**src/rtl/pe_bfly_pipe.sv**
```systemverilog
// ML-KEM butterfly processing element: CT / GS / MUL / ADDSUB per beat, NUM_LANES lanes,
// fixed latency MUL_STAGES+2 with a stall-all valid/ready pipeline and a sideband tag.
module pe_bfly_pipe #(
  parameter int COEFF_W    = 12,
  parameter int Q          = 3329,
  parameter int NUM_LANES  = 2,
  parameter int MUL_STAGES = 2,
  parameter int TAG_W      = 8
) (
  input  logic                           clk,
  input  logic                           rst,
  input  logic                           in_valid_i,
  output logic                           in_ready_o,
  input  logic [1:0]                     mode_i,
  input  logic [NUM_LANES*COEFF_W-1:0]   a_i,
  input  logic [NUM_LANES*COEFF_W-1:0]   b_i,
  input  logic [NUM_LANES*COEFF_W-1:0]   w_i,
  input  logic [TAG_W-1:0]               tag_i,
  output logic                           out_valid_o,
  input  logic                           out_ready_i,
  output logic [NUM_LANES*COEFF_W-1:0]   u_o,
  output logic [NUM_LANES*COEFF_W-1:0]   v_o,
  output logic [TAG_W-1:0]               tag_o
);

  localparam int PW  = 2 * COEFF_W;
  localparam int W1  = COEFF_W + 1;
  localparam int LST = MUL_STAGES - 1;
  localparam logic [W1-1:0] Q_E = W1'(Q);
  localparam logic [PW-1:0] Q_P = PW'(Q);

  localparam logic [1:0] MODE_CT     = 2'd0;
  localparam logic [1:0] MODE_GS     = 2'd1;
  localparam logic [1:0] MODE_ADDSUB = 2'd3;

  function automatic logic [COEFF_W-1:0] add_mod(input logic [COEFF_W-1:0] x, input logic [COEFF_W-1:0] y);
    logic [W1-1:0] s;
    s = {1'b0, x} + {1'b0, y};
    if (s >= Q_E) s = s - Q_E;
    return COEFF_W'(s);
  endfunction

  function automatic logic [COEFF_W-1:0] sub_mod(input logic [COEFF_W-1:0] x, input logic [COEFF_W-1:0] y);
    logic [W1-1:0] s;
    s = {1'b0, x} + Q_E - {1'b0, y};
    if (s >= Q_E) s = s - Q_E;
    return COEFF_W'(s);
  endfunction

  // Halving mod an odd Q: odd sums get Q added first so the shift is exact.
  function automatic logic [COEFF_W-1:0] half_mod(input logic [COEFF_W-1:0] s);
    logic [W1-1:0] t;
    t = s[0] ? ({1'b0, s} + Q_E) : {1'b0, s};
    return COEFF_W'(t >> 1);
  endfunction

  logic advance;
  assign advance    = out_ready_i || !out_valid_o;
  assign in_ready_o = advance;

  logic [COEFF_W-1:0] in_a [NUM_LANES];
  logic [COEFF_W-1:0] in_b [NUM_LANES];
  logic [COEFF_W-1:0] in_w [NUM_LANES];
  logic [COEFF_W-1:0] s0_x_n [NUM_LANES];
  logic [COEFF_W-1:0] s0_w_n [NUM_LANES];
  logic [COEFF_W-1:0] s0_p_n [NUM_LANES];

  logic               s0_valid;
  logic [1:0]         s0_mode;
  logic [TAG_W-1:0]   s0_tag;
  logic [COEFF_W-1:0] s0_x [NUM_LANES];
  logic [COEFF_W-1:0] s0_w [NUM_LANES];
  logic [COEFF_W-1:0] s0_p [NUM_LANES];

  logic               m_valid [MUL_STAGES];
  logic [1:0]         m_mode  [MUL_STAGES];
  logic [TAG_W-1:0]   m_tag   [MUL_STAGES];
  logic [COEFF_W-1:0] m_p     [MUL_STAGES][NUM_LANES];
  logic [PW-1:0]      m_prod  [MUL_STAGES][NUM_LANES];

  logic [COEFF_W-1:0]           red [NUM_LANES];
  logic [COEFF_W-1:0]           t_l [NUM_LANES];
  logic [NUM_LANES*COEFF_W-1:0] u_n;
  logic [NUM_LANES*COEFF_W-1:0] v_n;

  // ADDSUB reuses the multiplier with w=1 so its difference rides the product path.
  always_comb begin
    for (int k = 0; k < NUM_LANES; k++) begin
      in_a[k]   = a_i[k*COEFF_W +: COEFF_W];
      in_b[k]   = b_i[k*COEFF_W +: COEFF_W];
      in_w[k]   = w_i[k*COEFF_W +: COEFF_W];
      s0_x_n[k] = in_b[k];
      s0_w_n[k] = in_w[k];
      s0_p_n[k] = in_a[k];
      case (mode_i)
        MODE_GS: begin
          s0_x_n[k] = sub_mod(in_a[k], in_b[k]);
          s0_p_n[k] = half_mod(add_mod(in_a[k], in_b[k]));
        end
        MODE_ADDSUB: begin
          s0_x_n[k] = sub_mod(in_a[k], in_b[k]);
          s0_w_n[k] = COEFF_W'(1);
          s0_p_n[k] = add_mod(in_a[k], in_b[k]);
        end
        default: ;
      endcase
    end
  end

  always_comb begin
    for (int k = 0; k < NUM_LANES; k++) red[k] = COEFF_W'(m_prod[0][k] % Q_P);
  end

  // With one multiply stage the reduction sits in front of the output stage instead.
  always_comb begin
    u_n = '0;
    v_n = '0;
    for (int k = 0; k < NUM_LANES; k++) begin
      t_l[k] = (MUL_STAGES == 1) ? red[k] : COEFF_W'(m_prod[LST][k]);
      u_n[k*COEFF_W +: COEFF_W] = m_p[LST][k];
      v_n[k*COEFF_W +: COEFF_W] = t_l[k];
      if (m_mode[LST] == MODE_CT) begin
        u_n[k*COEFF_W +: COEFF_W] = add_mod(m_p[LST][k], t_l[k]);
        v_n[k*COEFF_W +: COEFF_W] = sub_mod(m_p[LST][k], t_l[k]);
      end
    end
  end

  always_ff @(posedge clk or negedge rst) begin
    if (!rst) begin
      s0_valid    <= 1'b0;
      s0_mode     <= '0;
      s0_tag      <= '0;
      out_valid_o <= 1'b0;
      u_o         <= '0;
      v_o         <= '0;
      tag_o       <= '0;
      for (int k = 0; k < NUM_LANES; k++) begin
        s0_x[k] <= '0;
        s0_w[k] <= '0;
        s0_p[k] <= '0;
      end
      for (int i = 0; i < MUL_STAGES; i++) begin
        m_valid[i] <= 1'b0;
        m_mode[i]  <= '0;
        m_tag[i]   <= '0;
        for (int k = 0; k < NUM_LANES; k++) begin
          m_p[i][k]    <= '0;
          m_prod[i][k] <= '0;
        end
      end
    end else if (advance) begin
      s0_valid   <= in_valid_i;
      s0_mode    <= mode_i;
      s0_tag     <= tag_i;
      m_valid[0] <= s0_valid;
      m_mode[0]  <= s0_mode;
      m_tag[0]   <= s0_tag;
      for (int k = 0; k < NUM_LANES; k++) begin
        s0_x[k]      <= s0_x_n[k];
        s0_w[k]      <= s0_w_n[k];
        s0_p[k]      <= s0_p_n[k];
        m_p[0][k]    <= s0_p[k];
        m_prod[0][k] <= PW'(s0_x[k]) * PW'(s0_w[k]);
      end
      for (int i = 1; i < MUL_STAGES; i++) begin
        m_valid[i] <= m_valid[i-1];
        m_mode[i]  <= m_mode[i-1];
        m_tag[i]   <= m_tag[i-1];
        for (int k = 0; k < NUM_LANES; k++) begin
          m_p[i][k]    <= m_p[i-1][k];
          m_prod[i][k] <= (i == 1) ? PW'(red[k]) : m_prod[i-1][k];
        end
      end
      out_valid_o <= m_valid[LST];
      tag_o       <= m_tag[LST];
      u_o         <= u_n;
      v_o         <= v_n;
    end
  end

endmodule

```
**config.mk**
```make
export PLATFORM = sky130hd
export DESIGN_NAME = pe_bfly_pipe
export DESIGN_NICKNAME = d
export VERILOG_FILES = /design/src/rtl/pe_bfly_pipe.sv
export SDC_FILE = /design/constraint.sdc
export NUM_CORES = 2
export LEC_CHECK = 0
export BUFFER_PORTS_ARGS = -buffer_cell sky130_fd_sc_hd__buf_2
export CAP_MARGIN = 20
export CORE_ASPECT_RATIO = 2
export CORE_UTILIZATION = 40
export CTS_CLUSTER_SIZE = 8
export DETAILED_ROUTE_END_ITERATION = 16
export RECOVER_POWER = 25
export SETUP_SLACK_MARGIN = 0.2
export SYNTH_ARGS = -nofsm -noshare
export SYNTH_HDL_FRONTEND = slang
export SYNTH_SLANG_ARGS = --single-unit
```
**constraint.sdc**
```tcl
create_clock -name clk -period 26 [get_ports clk]
set_input_delay 5.2 -clock clk [delete_from_list [all_inputs] [get_ports clk]]
set_output_delay 5.2 -clock clk [all_outputs]
set_load 0.05 [all_outputs]
```
==> metrics <==
first-pass GRT wire length 190,000 um; Synth cell types 165; DR iter-0 viols 1,621; Crit Path Category in2async; Total Wirelength 119,000 um; CP startpoint kind primary input; total track usage 23.6%; final hold slack 0.446 ns; Clock Tree Buf Depth 3; Initial DRT Pass Iterations 7; Slew Limit Fails 376; cell taking the most area after synthesis dfrtp_1; H-tree level count 2; Critical path buffers and inverters 2; Sink Count 282; Mapped Area 39,500 um^2; row cnt 162; CTS Buf Count 41; mean post-synth cell area 7.86 um^2; Final #Nets 5,592; Post-CTS Setup Repair Bufs 0; Worst-Margin Slew 8.35 ns; CP peak stage delay 6.18 ns; top-count cell post-synth nand2_1; Final Cell Area 41,900 um^2; Post-CTS Hold Fix Bufs 0; dpl hpwl 95,500 um; largest net degree at the start of global routing 212; port buffer count 143; dpl cell area 40,800 um^2; Area contributors post-synth dfrtp_1, fa_1, ha_1; Commonest cells post-synth nand2_1, inv_1, nor2_1, a21oi_1, ha_1; Vias/cell 5.65; register area 7060 um^2; synth warn 0; failing checks max-capacitance violations, max-slew violations; CP arrival 16.14 ns; Hold Fails Final Rpt 0; Async SR Flop Fraction 100%; core area 97,700 um^2; layout cell share with drive strength beyond 1 9.65%; number of synthesized register bits 282; most used cell, CP clkbuf_1; Worst Path Required 24.58 ns; TNS Setup 0 ns; post-CTS sizing 0; Initial Util 40.4%; Worst Hold Launch m_p[36]; Final period util 67.6%; FILL cells 10,187; worst skew pair latency 0.60 ns; post-route ant nets 0; Mapped Cells 5,028; Syn-to-layout area delta 6.00%; Multi-input gate area 29,600 um^2; clock skew 0.0393 ns; max_slew headroom -457%; syn nets 5,612; number of top-level pins 144; RSZ-0062 raised after global routing false; DIE HEIGHT 446 um; initial antenna violation count 2; GP Congestion 0.921; fin crit period 17.57 ns; outcome complete, but fails checks; total congestion overflow 0; cell family with most CP delay buffers and inverters; Critical Path End Type async pin; r2r startpoint m_prod[85]; max cap viols 3; Die Wd 224 um; path type of the worst min-delay path reg2reg; FMAX 56.9 MHz; top-area cell type share of the netlist area 17.9%; crit path max fanout 164; drt drc 0; sequential fraction of the synthesis area 17.9%; Worst Setup SP rst; root buf cell clkbuf_16; Worst path slowest cell clkbuf_1; vias in the first global route 36,413; routed len/inst 18.7 um; top_reg_cell synth dfrtp_1; Reg clk slew, reported paths 0.05 ns; CTS tree built; Vias 35,751; die area 100,000 um^2; endpoints failing setup 0; Cell Chain, Critical Path clkbuf_1 -> clkbuf_1; Post-synth EDFFs 0
[cells in the final DEF (no fill, tap or decap), types with 98 or more instances in the layout]
cell / n
buf_2: 141
nor2_1: 414
nand3_1: 99
o21ai_0: 268
xnor2_1: 250
fa_1: 208
nor3_1: 98
ha_1: 290
a21oi_1: 305
nand2_1: 816
inv_1: 430
and2_1: 135
dfrtp_1: 282
[metrics by stage]
| step | std cells | utilization (%) | setup slack (ns) |
|---|---|---|---|
| floorplan | 5028 | - | 12.64 |
| detailed placement | 6276 | 41.7 | 9.68 |
| global route | 6325 | 42.9 | 5.47 |
| CTS | 6324 | 42.9 | 9.60 |
| global placement | 6276 | 41.7 | 9.78 |
| finish | 6328 | 42.9 | 8.43 |
[layer usage]
metal	share of wire, %	vias to the layer above	GRT usage, %
met2	56	739	47.8
met4	5.4	4	12.2
li1	-	17377	-
met1	35	17291	23.0
met5	0.021	-	0
met3	2.9	340	2.28
[sequential cells by signal (all words and copies together), names as in the netlist]
signal       count
v_o             24
out_valid_o      1
s0_w            24
tag_o            8
s0_p            24
m_mode           4
m_p             48
m_valid          2
u_o             24
m_prod          72
m_tag           16
s0_tag           8
s0_mode          2
s0_x            24
s0_valid         1
[area by class of cell]
type,count,share of cell area (%)
clock inverters,3,0.191
flip-flops and latches,282,16.8
clock buffers,45,2.53
multi-input cells,4092,70.6
diodes,3,0.0179
repair buffers,157,1.97
well taps,1312,3.92
inverters,434,3.91
[final timing paths]
check,endpoint,slack [ns],cells after the start
min in group asynchronous,v_o[14],7.09,1
max in group clk,m_prod[25],9.50,42
worst max register to register,m_prod[25],9.50,42
worst max-delay path,m_prod[93],8.43,2
worst min register to register,m_p[12],0.45,2
worst min-delay path,m_p[12],0.45,2
[logic make-up (layout without fill, tap and decap cells)]
logic type,Yosys count,after routing,share of synthesized area [%]
XOR/XNOR,334,334,7.51
other,0,3,0
flip-flops,282,282,17.9
buffers and inverters,654,639,7.32
AND/OR/NAND/NOR,1923,1923,23.3
multiplexers,76,76,2.05
adder cells (fa/ha/maj),505,505,19.9
AO/OA/AOI/OAI,1254,1254,22.0
[worst min-delay path, stage by stage (launching register included)]
cell,delay (ns)
dfrtp_1,0.34
nand2_1,0.05
nand2_1,0.05
Power is not shown: default switching activity piles up to over one toggle a cycle in this logic, so the estimate is an artifact.
